===== config.mk =====
export PLATFORM = sky130hd
export DESIGN_NAME = caxi4interconnect_dwc_downconv_bchannel
export DESIGN_NICKNAME = d
export VERILOG_FILES = /design/src/rtl/caxi4interconnect_dwc_downconv_bchannel.sv
export SDC_FILE = /design/constraint.sdc
export NUM_CORES = 1
export LEC_CHECK = 0
export CAP_MARGIN = 20
export CORE_MARGIN = 5
export CORE_UTILIZATION = 48
export DETAILED_ROUTE_END_ITERATION = 6
export GPL_TIMING_DRIVEN = 0
export PLACE_DENSITY = 0.68
export SLEW_MARGIN = 30
export SYNTH_ARGS = -nofsm -noshare
export SYNTH_HDL_FRONTEND = slang
export SYNTH_SLANG_ARGS = --single-unit

===== constraint.sdc =====
create_clock -name ACLK -period 2.47 [get_ports ACLK]
set_clock_uncertainty 0.15 [all_clocks]
set_input_delay 0.741 -clock ACLK [delete_from_list [all_inputs] [get_ports ACLK]]
set_output_delay 0.741 -clock ACLK [all_outputs]
set_load 0.005 [all_outputs]

===== src/rtl/caxi4interconnect_dwc_downconv_bchannel.sv =====
// ---------------------------------------------------------------------------
// caxi4interconnect_dwc_downconv_bchannel
//
// Write-response (B) channel of the AXI4 data-width down converter. A master
// write that was split into N narrower slave writes returns N slave B
// responses. This block merges them into one master B response. The AW path
// pushes {ID, N-1} into a small command FIFO for each master write, and
// groups are merged in FIFO order.
//
// Ports
//   ACLK, sysReset          clock and asynchronous active-low reset
//   MASTER_B*               merged response to the wide-side master (registered)
//   SLAVE_B*                per-split responses from the narrow-side slave
//   bchan_cmd_fifo_full     asserted when at most one free FIFO slot remains
//   wr_en_cmd               push strobe for a command entry
//   BRespFifoWrData         command entry {ID, N-1}
// ---------------------------------------------------------------------------
module caxi4interconnect_dwc_downconv_bchannel #(
    parameter int ID_WIDTH        = 1,
    parameter int USER_WIDTH      = 1,
    parameter int ADDR_FIFO_DEPTH = 3,
    parameter int CNT_WIDTH       = 8
) (
    input  logic                          ACLK,
    input  logic                          sysReset,
    output logic [ID_WIDTH-1:0]           MASTER_BID,
    output logic [1:0]                    MASTER_BRESP,
    output logic [USER_WIDTH-1:0]         MASTER_BUSER,
    output logic                          MASTER_BVALID,
    input  logic                          MASTER_BREADY,
    input  logic [ID_WIDTH-1:0]           SLAVE_BID,
    input  logic [1:0]                    SLAVE_BRESP,
    input  logic [USER_WIDTH-1:0]         SLAVE_BUSER,
    input  logic                          SLAVE_BVALID,
    output logic                          SLAVE_BREADY,
    output logic                          bchan_cmd_fifo_full,
    input  logic                          wr_en_cmd,
    input  logic [ID_WIDTH+CNT_WIDTH-1:0] BRespFifoWrData
);

    localparam int ENTRY_W = ID_WIDTH + CNT_WIDTH;
    localparam int PTR_W   = $clog2(ADDR_FIFO_DEPTH);
    localparam int CNTF_W  = $clog2(ADDR_FIFO_DEPTH + 1);
    localparam logic [PTR_W-1:0]  LAST_PTR = PTR_W'(ADDR_FIFO_DEPTH - 1);
    localparam logic [CNTF_W-1:0] DEPTH_C  = CNTF_W'(ADDR_FIFO_DEPTH);
    localparam logic [CNTF_W-1:0] FULL_C   = CNTF_W'(ADDR_FIFO_DEPTH - 1);

    typedef enum logic [0:0] {
        ST_COLLECT = 1'b0,
        ST_RESP    = 1'b1
    } state_t;

    // AXI response codes are ordered by severity, so the merge is an unsigned max.
    function automatic logic [1:0] resp_max(input logic [1:0] a, input logic [1:0] b);
        return (a > b) ? a : b;
    endfunction

    logic [ENTRY_W-1:0]    mem_r [ADDR_FIFO_DEPTH];
    logic [PTR_W-1:0]      wr_ptr_r;
    logic [PTR_W-1:0]      rd_ptr_r;
    logic [CNTF_W-1:0]     count_r;
    logic [CNTF_W-1:0]     count_next_s;
    logic                  full_r;
    logic                  fifo_empty_s;
    logic                  push_s;
    logic                  pop_s;
    logic [ENTRY_W-1:0]    head_s;
    logic [ID_WIDTH-1:0]   head_id_s;
    logic [CNT_WIDTH-1:0]  head_cnt_s;

    state_t                state_r;
    state_t                state_next_s;
    logic                  slave_bready_s;
    logic                  slave_hs_s;
    logic                  last_beat_s;
    logic [1:0]            acc_next_s;
    logic [CNT_WIDTH-1:0]  beat_cnt_r;
    logic [1:0]            acc_r;

    logic [ID_WIDTH-1:0]   master_bid_r;
    logic [1:0]            master_bresp_r;
    logic [USER_WIDTH-1:0] master_buser_r;
    logic                  master_bvalid_r;

    // The slave ID is not used for routing; groups are tracked purely by FIFO order.
    logic                  unused_s;
    assign unused_s = ^{SLAVE_BID, 1'b0};

    assign fifo_empty_s = (count_r == {CNTF_W{1'b0}});
    assign head_s       = mem_r[rd_ptr_r];
    assign head_id_s    = head_s[ENTRY_W-1:CNT_WIDTH];
    assign head_cnt_s   = head_s[CNT_WIDTH-1:0];
    // A push while full is only legal when the head is leaving in the same cycle.
    assign push_s       = wr_en_cmd && ((count_r != DEPTH_C) || pop_s);

    // FIFO occupancy next-value
    always_comb begin
        count_next_s = count_r;
        case ({push_s, pop_s})
            2'b10:   count_next_s = count_r + CNTF_W'(1);
            2'b01:   count_next_s = count_r - CNTF_W'(1);
            default: count_next_s = count_r;
        endcase
    end

    // Command FIFO storage, pointers, occupancy and registered full flag
    always_ff @(posedge ACLK or negedge sysReset) begin
        if (!sysReset) begin
            for (int i = 0; i < ADDR_FIFO_DEPTH; i++) begin
                mem_r[i] <= {ENTRY_W{1'b0}};
            end
            wr_ptr_r <= {PTR_W{1'b0}};
            rd_ptr_r <= {PTR_W{1'b0}};
            count_r  <= {CNTF_W{1'b0}};
            full_r   <= 1'b0;
        end else begin
            if (push_s) begin
                mem_r[wr_ptr_r] <= BRespFifoWrData;
                wr_ptr_r        <= (wr_ptr_r == LAST_PTR) ? {PTR_W{1'b0}} : wr_ptr_r + PTR_W'(1);
            end
            if (pop_s) begin
                rd_ptr_r <= (rd_ptr_r == LAST_PTR) ? {PTR_W{1'b0}} : rd_ptr_r + PTR_W'(1);
            end
            count_r <= count_next_s;
            full_r  <= (count_next_s >= FULL_C);
        end
    end

    // Merge datapath helpers
    always_comb begin
        slave_hs_s  = SLAVE_BVALID && slave_bready_s;
        last_beat_s = (beat_cnt_r == head_cnt_s);
        acc_next_s  = resp_max(acc_r, SLAVE_BRESP);
    end

    // FSM next-state, slave ready and FIFO pop
    always_comb begin
        state_next_s   = state_r;
        slave_bready_s = 1'b0;
        pop_s          = 1'b0;
        case (state_r)
            ST_COLLECT: begin
                slave_bready_s = !fifo_empty_s;
                if (SLAVE_BVALID && !fifo_empty_s && (beat_cnt_r == head_cnt_s)) begin
                    state_next_s = ST_RESP;
                end else begin
                    state_next_s = ST_COLLECT;
                end
            end
            ST_RESP: begin
                if (master_bvalid_r && MASTER_BREADY) begin
                    pop_s        = 1'b1;
                    state_next_s = ST_COLLECT;
                end else begin
                    state_next_s = ST_RESP;
                end
            end
            default: begin
                state_next_s = ST_COLLECT;
            end
        endcase
    end

    // FSM state register
    always_ff @(posedge ACLK or negedge sysReset) begin
        if (!sysReset) begin
            state_r <= ST_COLLECT;
        end else begin
            state_r <= state_next_s;
        end
    end

    // Beat counting, response accumulation and registered master outputs
    always_ff @(posedge ACLK or negedge sysReset) begin
        if (!sysReset) begin
            beat_cnt_r      <= {CNT_WIDTH{1'b0}};
            acc_r           <= 2'b00;
            master_bid_r    <= {ID_WIDTH{1'b0}};
            master_bresp_r  <= 2'b00;
            master_buser_r  <= {USER_WIDTH{1'b0}};
            master_bvalid_r <= 1'b0;
        end else begin
            case (state_r)
                ST_COLLECT: begin
                    if (slave_hs_s) begin
                        if (last_beat_s) begin
                            master_bresp_r  <= acc_next_s;
                            master_buser_r  <= SLAVE_BUSER;
                            master_bid_r    <= head_id_s;
                            master_bvalid_r <= 1'b1;
                        end else begin
                            beat_cnt_r <= beat_cnt_r + CNT_WIDTH'(1);
                            acc_r      <= acc_next_s;
                        end
                    end
                end
                ST_RESP: begin
                    if (pop_s) begin
                        master_bvalid_r <= 1'b0;
                        beat_cnt_r      <= {CNT_WIDTH{1'b0}};
                        acc_r           <= 2'b00;
                    end
                end
                default: begin
                    master_bvalid_r <= 1'b0;
                end
            endcase
        end
    end

    assign MASTER_BID          = master_bid_r;
    assign MASTER_BRESP        = master_bresp_r;
    assign MASTER_BUSER        = master_buser_r;
    assign MASTER_BVALID       = master_bvalid_r;
    assign SLAVE_BREADY        = slave_bready_s;
    assign bchan_cmd_fifo_full = full_r;

endmodule


======== Word level (Yosys, flattened, before mapping) ========
Index checks and enable logic that the tools add are counted.
storage, ports and cells
  output and inout bits ................... 7
  bits of input ports ..................... 18
  register bits after elaboration ......... 50
  logic and storage cells ................. 77
operators by class
  reduce and logical (&&, ||, !) cells .... 12
  mux-type cells .......................... 28
  add/subtract/negate cells ............... 5
  order comparisons ....................... 5
  eq/ne operators ......................... 10
  bitwise logic cells ..................... 3
operator list
  kind                   number
  $bwmux W27             1
  $mux W9                3
  $mux W8                3
  $bmux W9 S2            1
  $demux W9 S2           1
  $pmux W8 S2            1
  $mux W2                6
  $ne A2 B2 Y1 const B   5
  $reduce_and A3 Y1      3
  $add A8 B1 Y8 const B  1
  $eq A8 B8 Y1           1
  $mux W1                8
  $pmux W2 S2            2
  $add A2 B1 Y2 const B  3
  $eq A2 B2 Y1 const B   3
  $ge A3 B3 Y1 const B   2
  $logic_and A1 B1 Y1    6
  $not A2 Y3             2
  $pmux W1 S2            2
  $lt A3 B1 Y1 const B   1
  $eq A2 B1 Y1 const B   1
  $ge A2 B2 Y1 const B   1
  $gt A2 B2 Y1           1
  $logic_not A2 Y1       1
  other kinds (4)        4

======== Logic depth before layout (Yosys ltp) ========
Gate-level depths: netlist (run 1).
  depth in word-level cells ............... 8
  mapped depth ............................ 10
  gate-level depth less buffers ........... 7

======== Worst setup path before layout (run 1) ========
No wires, ideal clock.
  path kind ............................... register to register
  from .................................... register rd_ptr_r[1]
  to ...................................... register master_bid_r, in the netlist MASTER_BID
  cell stages (with the launch flop) ...... 10
  required time ........................... 2.195 ns
  clock period less this slack ............ 2.372 ns
  library setup time ...................... 0.125 ns
  path slack .............................. 0.098 ns
  arrival ................................. 2.097 ns
  cell sequence ........................... dfrtp_1 > buf_6 > buf_12 > mux2i_1 > nor3b_2 > o22ai_1 > or4_1 > buf_6 > nor2_4 > mux2_4
on the way
  longest elaborated chain between the ends .. 6
ends and longest elaborated chain
  element                                       line  source
  from (decl)                                   60    logic [PTR_W-1:0] rd_ptr_r;
  from (signal assigned)                        113   rd_ptr_r <= {PTR_W{1'b0}};
  from (signal assigned)                        122   rd_ptr_r <= (rd_ptr_r == LAST_PTR) ? {PTR_W{1'b0}} : rd_ptr_r + PTR_W'(1);
  $not A2 Y3 (implied by the code) *            90    assign head_s = mem_r[rd_ptr_r];
  $bmux W9 S2 *                                 90
  $mux W9 (implied by the code) * (2 in a row)  90
  $eq A8 B8 Y1                                  132   last_beat_s = (beat_cnt_r == head_cnt_s);
  $reduce_and A3 Y1 (no source line)            n/a
  to (signal assigned)                          178   master_bid_r <= {ID_WIDTH{1'b0}};
  to (signal assigned)                          189   master_bid_r <= head_id_s;
  to (decl)                                     80    logic [ID_WIDTH-1:0] master_bid_r;
Every way passes the cells marked *; elsewhere a longest branch is shown, timed or not. The select of a mux whose other input is x is not followed.
A chain may end at the register's enable or synchronous reset.

======== Worst setup path in the final report (run 1) ========
  from .................................... register rd_ptr_r[1]
  to ...................................... register master_buser_r, in the netlist MASTER_BUSER
on the way
  longest elaborated chain between the ends .. 6
ends and longest elaborated chain
  element                                     line  source
  $not A2 Y3 (implied by the code)            90
  $bmux W9 S2                                 90
  $mux W9 (implied by the code) (2 in a row)  90
  $eq A8 B8 Y1                                132
  $reduce_and A3 Y1 (no source line)          n/a
  to (signal assigned)                        180   master_buser_r <= {USER_WIDTH{1'b0}};
  to (decl)                                   82    logic [USER_WIDTH-1:0] master_buser_r;
Every way passes these cells. The select of a mux whose other input is x is not followed.

==> impl_summary.md, run 1 <==
Status
The run finished, with violations left. The final reports fail on negative setup slack.

Die
The die footprint is ~0.0074 mm². The cell row count is 27. The number of top-level design ports is 25. The total area inside the core boundary comes to about 0.0055 mm². The height of the die is 85.9 µm. Once the floorplan was initialized, standard cells occupied 49.9% of the core. The x dimension of the die is 85.9 µm.

Route
The detailed-route DRC error count is 0. The detail-routed net length per standard cell is 15.5 µm. The number of iterations in the first detailed-routing pass is 4.

Wires add up to around 5500 µm. The vias after detailed routing is approximately 1900. In this run, the number of DRC markers left after iteration 0 of detailed routing was ~110.

The number of routed nets with antenna violations is 0. In the routed layout, each cell is associated on average with a via count of about 5.3.

Clock tree
No sink is reached through more buffers than the 2 on the longest clock path. Buffers inserted to repair hold after CTS numbered 0. CTS saw slightly below 50 sinks.

The number of buffers created by CTS is 5. TritonCTS built the clock tree. The root buffer cell is clkbuf_8. Clock-pin slew was measured on the worst setup and hold paths at roughly 0.090 ns. For the worst-skew pair, the clock arrives at the later sink with an insertion delay of approximately 0.31 ns. The H-tree depth is 2.

Power
The peak ir drop on the vdd network is around 0.50 mV. In this run the power density over the cells is between 1000 and 1500 mW/mm². The total power of the final layout is between 3000 and 4000 µW. The leakage power summed over all cells is 0.00150 µW.

Logic synthesis
The dominant combinational cell family by area after synthesis is simple AND/OR/NAND/NOR gates. The biggest area contributor in the post-synthesis netlist is dfrtp_1. The sequential area share after synthesis is 44.4%. Summing the areas of all fa, ha and maj instances in the mapped netlist gives 2.26% of the synthesized area. The xor and xnor fraction of the mapped netlist area is 2.85%.

The mapped cell area is 0.00276 mm². The share of the synthesized area in the top cell type is between 40 and 50%. After Yosys synthesis, and, or, nand and nor cells account for 19.9% of the synthesized area. The synthesized instance count is between 200 and 250. After synthesis, the cell types taking the most area are dfrtp_1 (44%), mux2_2 (11%), mux2i_1 (6.9%). Counting every net in the synthesized netlist gives roughly 260.

Summing the areas of all compound-gate instances in the mapped netlist gives around 6.4% of the synthesized area. The post-synthesis area per instance is between 10 and 15 µm². The Yosys warning count is 0. Among all flip-flop cells after synthesis, the most frequent one is dfrtp_1.

The synthesized netlist contains 39 unique library cells. Counting flops with an async set or reset pin after synthesis yields a share of 100%. The count of flip-flops with a built-in enable after synthesis is 0. In the synthesized netlist, mux cells make up 19.4% of the area. The flop and latch count out of synthesis is 49.

Critical path
The data required time at the worst endpoint is between 2 and 3 ns. The kind of critical path is flop to flop. The worst setup path is captured at a flop.

The arrival time reported for the critical path endpoint is approximately 2.6 ns. The worst setup path is launched from a flop. In this run the worst path has a maximum fanout of 6.

GRT
The initial antenna violation count is 0. Entering global routing, the biggest net connects 50 pins. The number of global-route vias before repair is ~1900. The first global-routing pass estimated approximately 9700 µm of wire. Global routing used around 17% of the available tracks across all layers. The overall overflow remaining after global route is 0.

Final layout
The share of post-route cells with drive strength above 1 is 33.1%. The net count of the finished layout is between 300 and 400. Compared with the post-synthesis result, the final layout area differs by 23.8%.

The finished layout cell area is around 0.0034 mm². The number of antenna diodes in the final layout is 0.

Timing
At the pin with the least slew margin, the transition time is between 0.6 and 0.7 ns. The worst path in the final design needs a cycle of 2.53 ns, including I/O delays and setup. The least setup slack across all paths after layout is -0.0592 ns. The final critical path takes up 102% of the cycle. The max-slew violation count came to 0. The hold violation total from the final report came to 0.

The headroom to the max-slew limit is 58.6%. Setup repair after global routing could not meet its margin everywhere. The maximum clock frequency is just under 400 MHz. The count of endpoints failing setup in the final report is 2.

Place
The count of buffers added on input and output ports is 23. The HPWL after detailed placement is approximately 3700 µm. The placed instance area is between 0.003 and 0.004 mm².

The congestion estimate from routability-driven global placement came to 0.796.

Run
The max-capacitance violation count is 0.

Hold path
In this run the worst hold path is classified as primary input to asynchronous set/reset pin.
critical path, stage by stage (launching register included):
cell and delay [ns]:
dfrtp_1 0.35, buf_6 0.13, buf_12 0.14, mux2i_4 0.24, nor3b_2 0.21, o22ai_2 0.11, or4_4 0.60, nor2_4 0.17
mux2_4 0.31
cell type report:
cell class                 count  area (µm²)
fill                         464        2120
multi-input combinational    173        1510
sequential                    49        1230
timing repair buffer          33         340
buffer                        11         108
tap                           72        90.1
clock buffer                   7        86.3
clock inverter                 1        30.0
inverter                       7        26.3
flip-flops by register name, summed over array words and instances (netlist names), named ones only:
name           count
state_r            1
wr_ptr_r           2
count_r            1
MASTER_BVALID      1
acc_r              2
MASTER_BRESP       2
MASTER_BID         1
beat_cnt_r         8
mem_r             27
MASTER_BUSER       1
rd_ptr_r           2
layer usage:
| layer | global-route usage, % | wire length, µm |
|---|---|---|
| met1 | 24.5 | 2670 |
| met2 | 24.6 | 2550 |
| met3 | 3.94 | 179 |
| met4 | 4.32 | 82 |
| met5 | 0 | 0 |
cells in the final DEF (no fill, tap or decap), types with 4 or more instances in the layout:
| master | n |
|---|---|
| nor2_1 | 7 |
| buf_4 | 11 |
| and2b_2 | 6 |
| ha_1 | 5 |
| dfrtp_1 | 46 |
| clkdlybuf4s50_1 | 22 |
| nand4b_1 | 9 |
| nand3_1 | 4 |
| nand2b_1 | 20 |
| mux2_2 | 28 |
| inv_1 | 7 |
| mux2i_1 | 14 |
| o221ai_1 | 7 |
| xor2_1 | 4 |
| xnor2_1 | 5 |
| nand2_1 | 17 |
| clkbuf_8 | 6 |
| nor3b_2 | 6 |
synthesized netlist by cell type (all sizes together) (4+ instances only):
library cell,number
and2b,8
buf,10
dfrtp,49
ha,5
inv,7
mux2,30
mux2i,19
nand2,19
nand2b,20
nand3,7
nand4b,9
nor2,9
nor3b,8
o21ai,4
o221ai,9
o22ai,4
xnor2,5
xor2,4
report_power, final:
| group | internal [µW] | total (µW) | switching (µW) | leakage, µW |
|---|---|---|---|---|
| Combinational | 976 | 1670 | 698 | 0.000843 |
| Sequential | 1160 | 1460 | 302 | 0.000599 |
| Clock | 330 | 598 | 268 | 0.0000585 |
through the flow:
stage / utilization [%] / worst slack, ns / std cells / hold slack (ns) / setup TNS [ns]
after floorplan: - / 0.0982 / 241 / 0.295 / 0
after global placement: 55.7 / -0.929 / 336 / 0.319 / -63.23
after detailed placement: 55.6 / -0.825 / 336 / 0.334 / -18.38
after CTS: 60.7 / -0.0593 / 351 / 0.320 / -0.117
after global routing: 61.7 / -0.120 / 353 / 0.339 / -1.12
final: 61.7 / -0.0592 / 353 / 0.298 / -0.116
path summary, 6_finish.rpt:
check / start / end / slack, ns / depth (start not counted)
worst max-delay path: rd_ptr_r[1] / MASTER_BUSER / -0.06 / 8
worst min-delay path: sysReset / MASTER_BUSER / 0.30 / 1
worst max register to register: rd_ptr_r[1] / MASTER_BUSER / -0.06 / 8
worst min register to register: MASTER_BRESP[0] / MASTER_BRESP[0] / 0.36 / 2
max in group asynchronous: sysReset / asynchronous set/reset pin / 1.43 / 1
min in group ACLK: MASTER_BRESP[0] / MASTER_BRESP[0] / 0.36 / 2
what timing repair did:
item	in CTS	in global routing
setup buffers	7	2
pin swaps	7	3
gates resized for setup	21	11
endpoints found under the setup margin	41	26
hold endpoints to repair	0	0
cloned	1	0
kinds of logic after synthesis:
kind of cell    after synthesis
mux                          49
simple gates                 86
flops                        49
fa+ha+maj                     5
xor+xnor                      9
compound gates               24
buf+inv                      19
Note: power is estimated with default switching activity, not from simulation.
==> inputs of run 2 (changes only) <==
- CAP_MARGIN: 20 -> default
==> results of run 2 <==
Same layout as run 1: the final DEF is identical, and so are final timing and power.
==> inputs of run 3 (changes only) <==
- CTS_CLUSTER_DIAMETER: default -> 30
- RECOVER_POWER: default -> 25
==> run 3 against run 2 <==
The flow still finishes with violations (negative setup slack). Sequential share of layout area barely moved. Sequential cell count stayed put. Register-to-register slack about the same. Worst setup slack unchanged. Critical path type unchanged. Largest cell class unchanged. Highest routed layer unchanged.
==> impl_summary.md, run 3 (synthesis gave the netlist of run 1 again) <==
Status
The flow ran to the end, but the final reports show violations. The checks that failed: negative setup slack.

Final layout
The commonest non-fill, non-tap cell in the layout is dfrtp_1. The finished layout cell area came to 0.00342 mm² (about the same). The register with the most flip-flops is mem_r. The antenna diode count is 0 (unchanged). The number of non-filler instances in the completed layout is 353 (unchanged). The area growth from synthesis to layout is 23.7% (about the same). The share of post-route cells with drive strength above 1 is 33.1% (unchanged). The number of flip-flops under the largest register name is 27 (unchanged). The fill cell total of the finished layout came to 465 (+0.22%). The top cell types in the final layout, fill and taps aside, are dfrtp_1 (46), mux2_2 (28), clkdlybuf4s50_1 (22), nand2b_1 (20), nand2_1 (17).

The final net count is 303 (unchanged). In the final layout, the registers with the most flip-flops are mem_r x27, beat_cnt_r x8.

Timing
The least setup slack across all paths after layout was -0.0592 ns (unchanged). The part of the cycle the worst path needs is 102% (unchanged). The final-layout setup total negative slack is -0.116 ns (unchanged). The headroom to the max-slew limit is 19.0% (-40 points). The slew at the pin with the worst max-slew slack is 1.21 ns (+0.594 ns). The count of endpoints failing setup in the final report is 2 (unchanged). The hold violation total from the final report is 0 (unchanged). The maximum clock frequency is 395 MHz (unchanged). The final critical-path required period is 2.53 ns (unchanged). The max-slew violation count is 0 (unchanged). Setup repair after global routing could not meet its margin everywhere.

Place
The placer congestion estimate is 0.796 (unchanged). The instance count after placement with tap cells included is 336 (unchanged). The placed instance area was 0.00308 mm² (unchanged). The number of port buffers is 23 (unchanged). The HPWL after detailed placement is 3700 µm (unchanged).

Route
The detailed-route DRC error count is 0 (unchanged). The vias after detailed routing came to 1881 (unchanged). The detail-routed net length per standard cell was 15.5 µm (about the same).

The routed wire length is 5470 µm (about the same). The number of routed nets with antenna violations is 0 (unchanged). The detailed router's first-iteration violation count came to 107 (unchanged). The detail-routed via count per cell was 5.33 (unchanged). The number of iterations in the first detailed-routing pass came to 4 (unchanged).

Clock tree
The insertion delay to the later sink of the worst-skew pair came to 0.31 ns (about the same). The H-tree depth is 2 (unchanged). The maximum root-to-sink buffer count was 2 (unchanged).

The TritonCTS clock tree is done. The root buffer cell is clkbuf_8. The clock-pin slew on the worst setup and hold paths was 0.09 ns (about the same). The number of clock sinks came to 49 (unchanged). The number of buffers created by CTS is 5 (unchanged).

Power
The power per cell area was 1090 mW/mm² (about the same). The peak ir drop on the vdd network came to 0.502 mV (about the same). The leakage power summed over all cells is 0.00150 µW (about the same).

Critical path
The worst setup path is launched from a flop. The kind of critical path is flop to flop. The highest net fanout along the worst path came to 6 (unchanged).

STA classifies the critical path endpoint as a flop. The arrival time reported for the critical path endpoint is 2.57 ns (about the same). The data required time at the worst endpoint is 2.51 ns (about the same).

GRT
The initial antenna violation count is 0 (unchanged). The number of global-route vias before repair is 1945 (unchanged). The overall overflow remaining after global route is 0 (unchanged). The wire length of the first global-routing pass was 9710 µm (unchanged). The overall track demand over capacity in global routing is 16.6% (unchanged).

The pin count of the biggest net entering global routing is 50 (unchanged).

Die
The number of top-level design ports came to 25 (unchanged). The x dimension of the die is 85.9 µm (unchanged). The starting utilization of the core area was 49.9% (unchanged). The height of the die came to 85.9 µm (unchanged). The cell row count is 27 (unchanged). The die footprint was 0.00738 mm² (unchanged). The core area is 0.00554 mm² (unchanged).

Run
The max-capacitance violation count came to 0 (unchanged).

Hold path
The tightest min-delay check is of the flop to flop type.
==> run 3: cell types whose count changed in the layout (fill, tap and decap cells not counted) <==
cell and delta:
buf_4 -1, clkbuf_2 +1
==> run 3: worst paths after layout <==
check	endpoint	slack (ns)	startpoint	cells past startpoint
max	MASTER_BUSER	-0.06	rd_ptr_r[1]	8
min	MASTER_BRESP[0]	0.36	MASTER_BRESP[0]	2
max reg2reg	MASTER_BUSER	-0.06	rd_ptr_r[1]	8
min reg2reg	MASTER_BRESP[0]	0.36	MASTER_BRESP[0]	2
max in group asynchronous	asynchronous set/reset pin	0.84	sysReset	1
min in group asynchronous	MASTER_BUSER	0.53	sysReset	1
==> run 3: critical path: stages, from the launching register on <==
cell and delay, ns:
dfrtp_1 0.35, buf_6 0.13, buf_12 0.14, mux2i_4 0.24, nor3b_2 0.21, o22ai_2 0.11
or4_4 0.60, nor2_4 0.17, mux2_4 0.31
==> run 3: layer usage <==
layer | wire length (µm) | global-route usage (%) | part of all wire [%]
met1 | 2670 | 24.5 | 49
met3 | 179 | 3.94 | 3.3
met2 | 2540 | 24.6 | 46
met5 | 0 | 0 | 0
met4 | 82 | 4.32 | 1.5
==> run 3: area by class of cell <==
| cell class | instances | area [µm²] | area share (%) |
|---|---|---|---|
| Timing Repair Buffer | 33 | 338 | 9.88 |
| Sequential cell | 49 | 1230 | 36.0 |
| Inverter | 7 | 26.3 | 0.769 |
| Multi-Input combinational cell | 173 | 1510 | 44.2 |
| Clock buffer | 7 | 86.3 | 2.53 |
| Tap cell | 72 | 90.1 | 2.64 |
| Clock inverter | 1 | 30.0 | 0.878 |
| Buffer | 11 | 108 | 3.15 |
==> run 3: what timing repair did <==
| action | in CTS | in global routing |
|---|---|---|
| endpoints found under the hold margin | 0 | 0 |
| pin swaps | 7 | 3 |
| buffers inserted | 7 | 2 |
| hold buffers | 0 | 0 |
| resized for setup | 21 | 11 |
| setup endpoints to repair | 41 | 26 |
| gates cloned | 1 | 0 |
==> run 3: power by group <==
| part | switching (µW) | internal (µW) |
|---|---|---|
| Clock | 268 | 330 |
| Sequential | 302 | 1160 |
| Combinational | 698 | 976 |
==> run 3: through the flow <==
| step | util [%] | setup slack, ns | hold WS [ns] | total power (µW) |
|---|---|---|---|---|
| detailed placement | 55.6 | -0.825 | 0.334 | 2940 |
| floorplan | - | 0.0982 | 0.295 | 2520 |
| global route | 61.7 | -0.120 | 0.382 | 4030 |
| global placement | 55.7 | -0.929 | 0.319 | 2890 |
| finish | 61.7 | -0.0592 | 0.358 | 3730 |
| CTS | 60.7 | -0.0593 | 0.320 | 3700 |
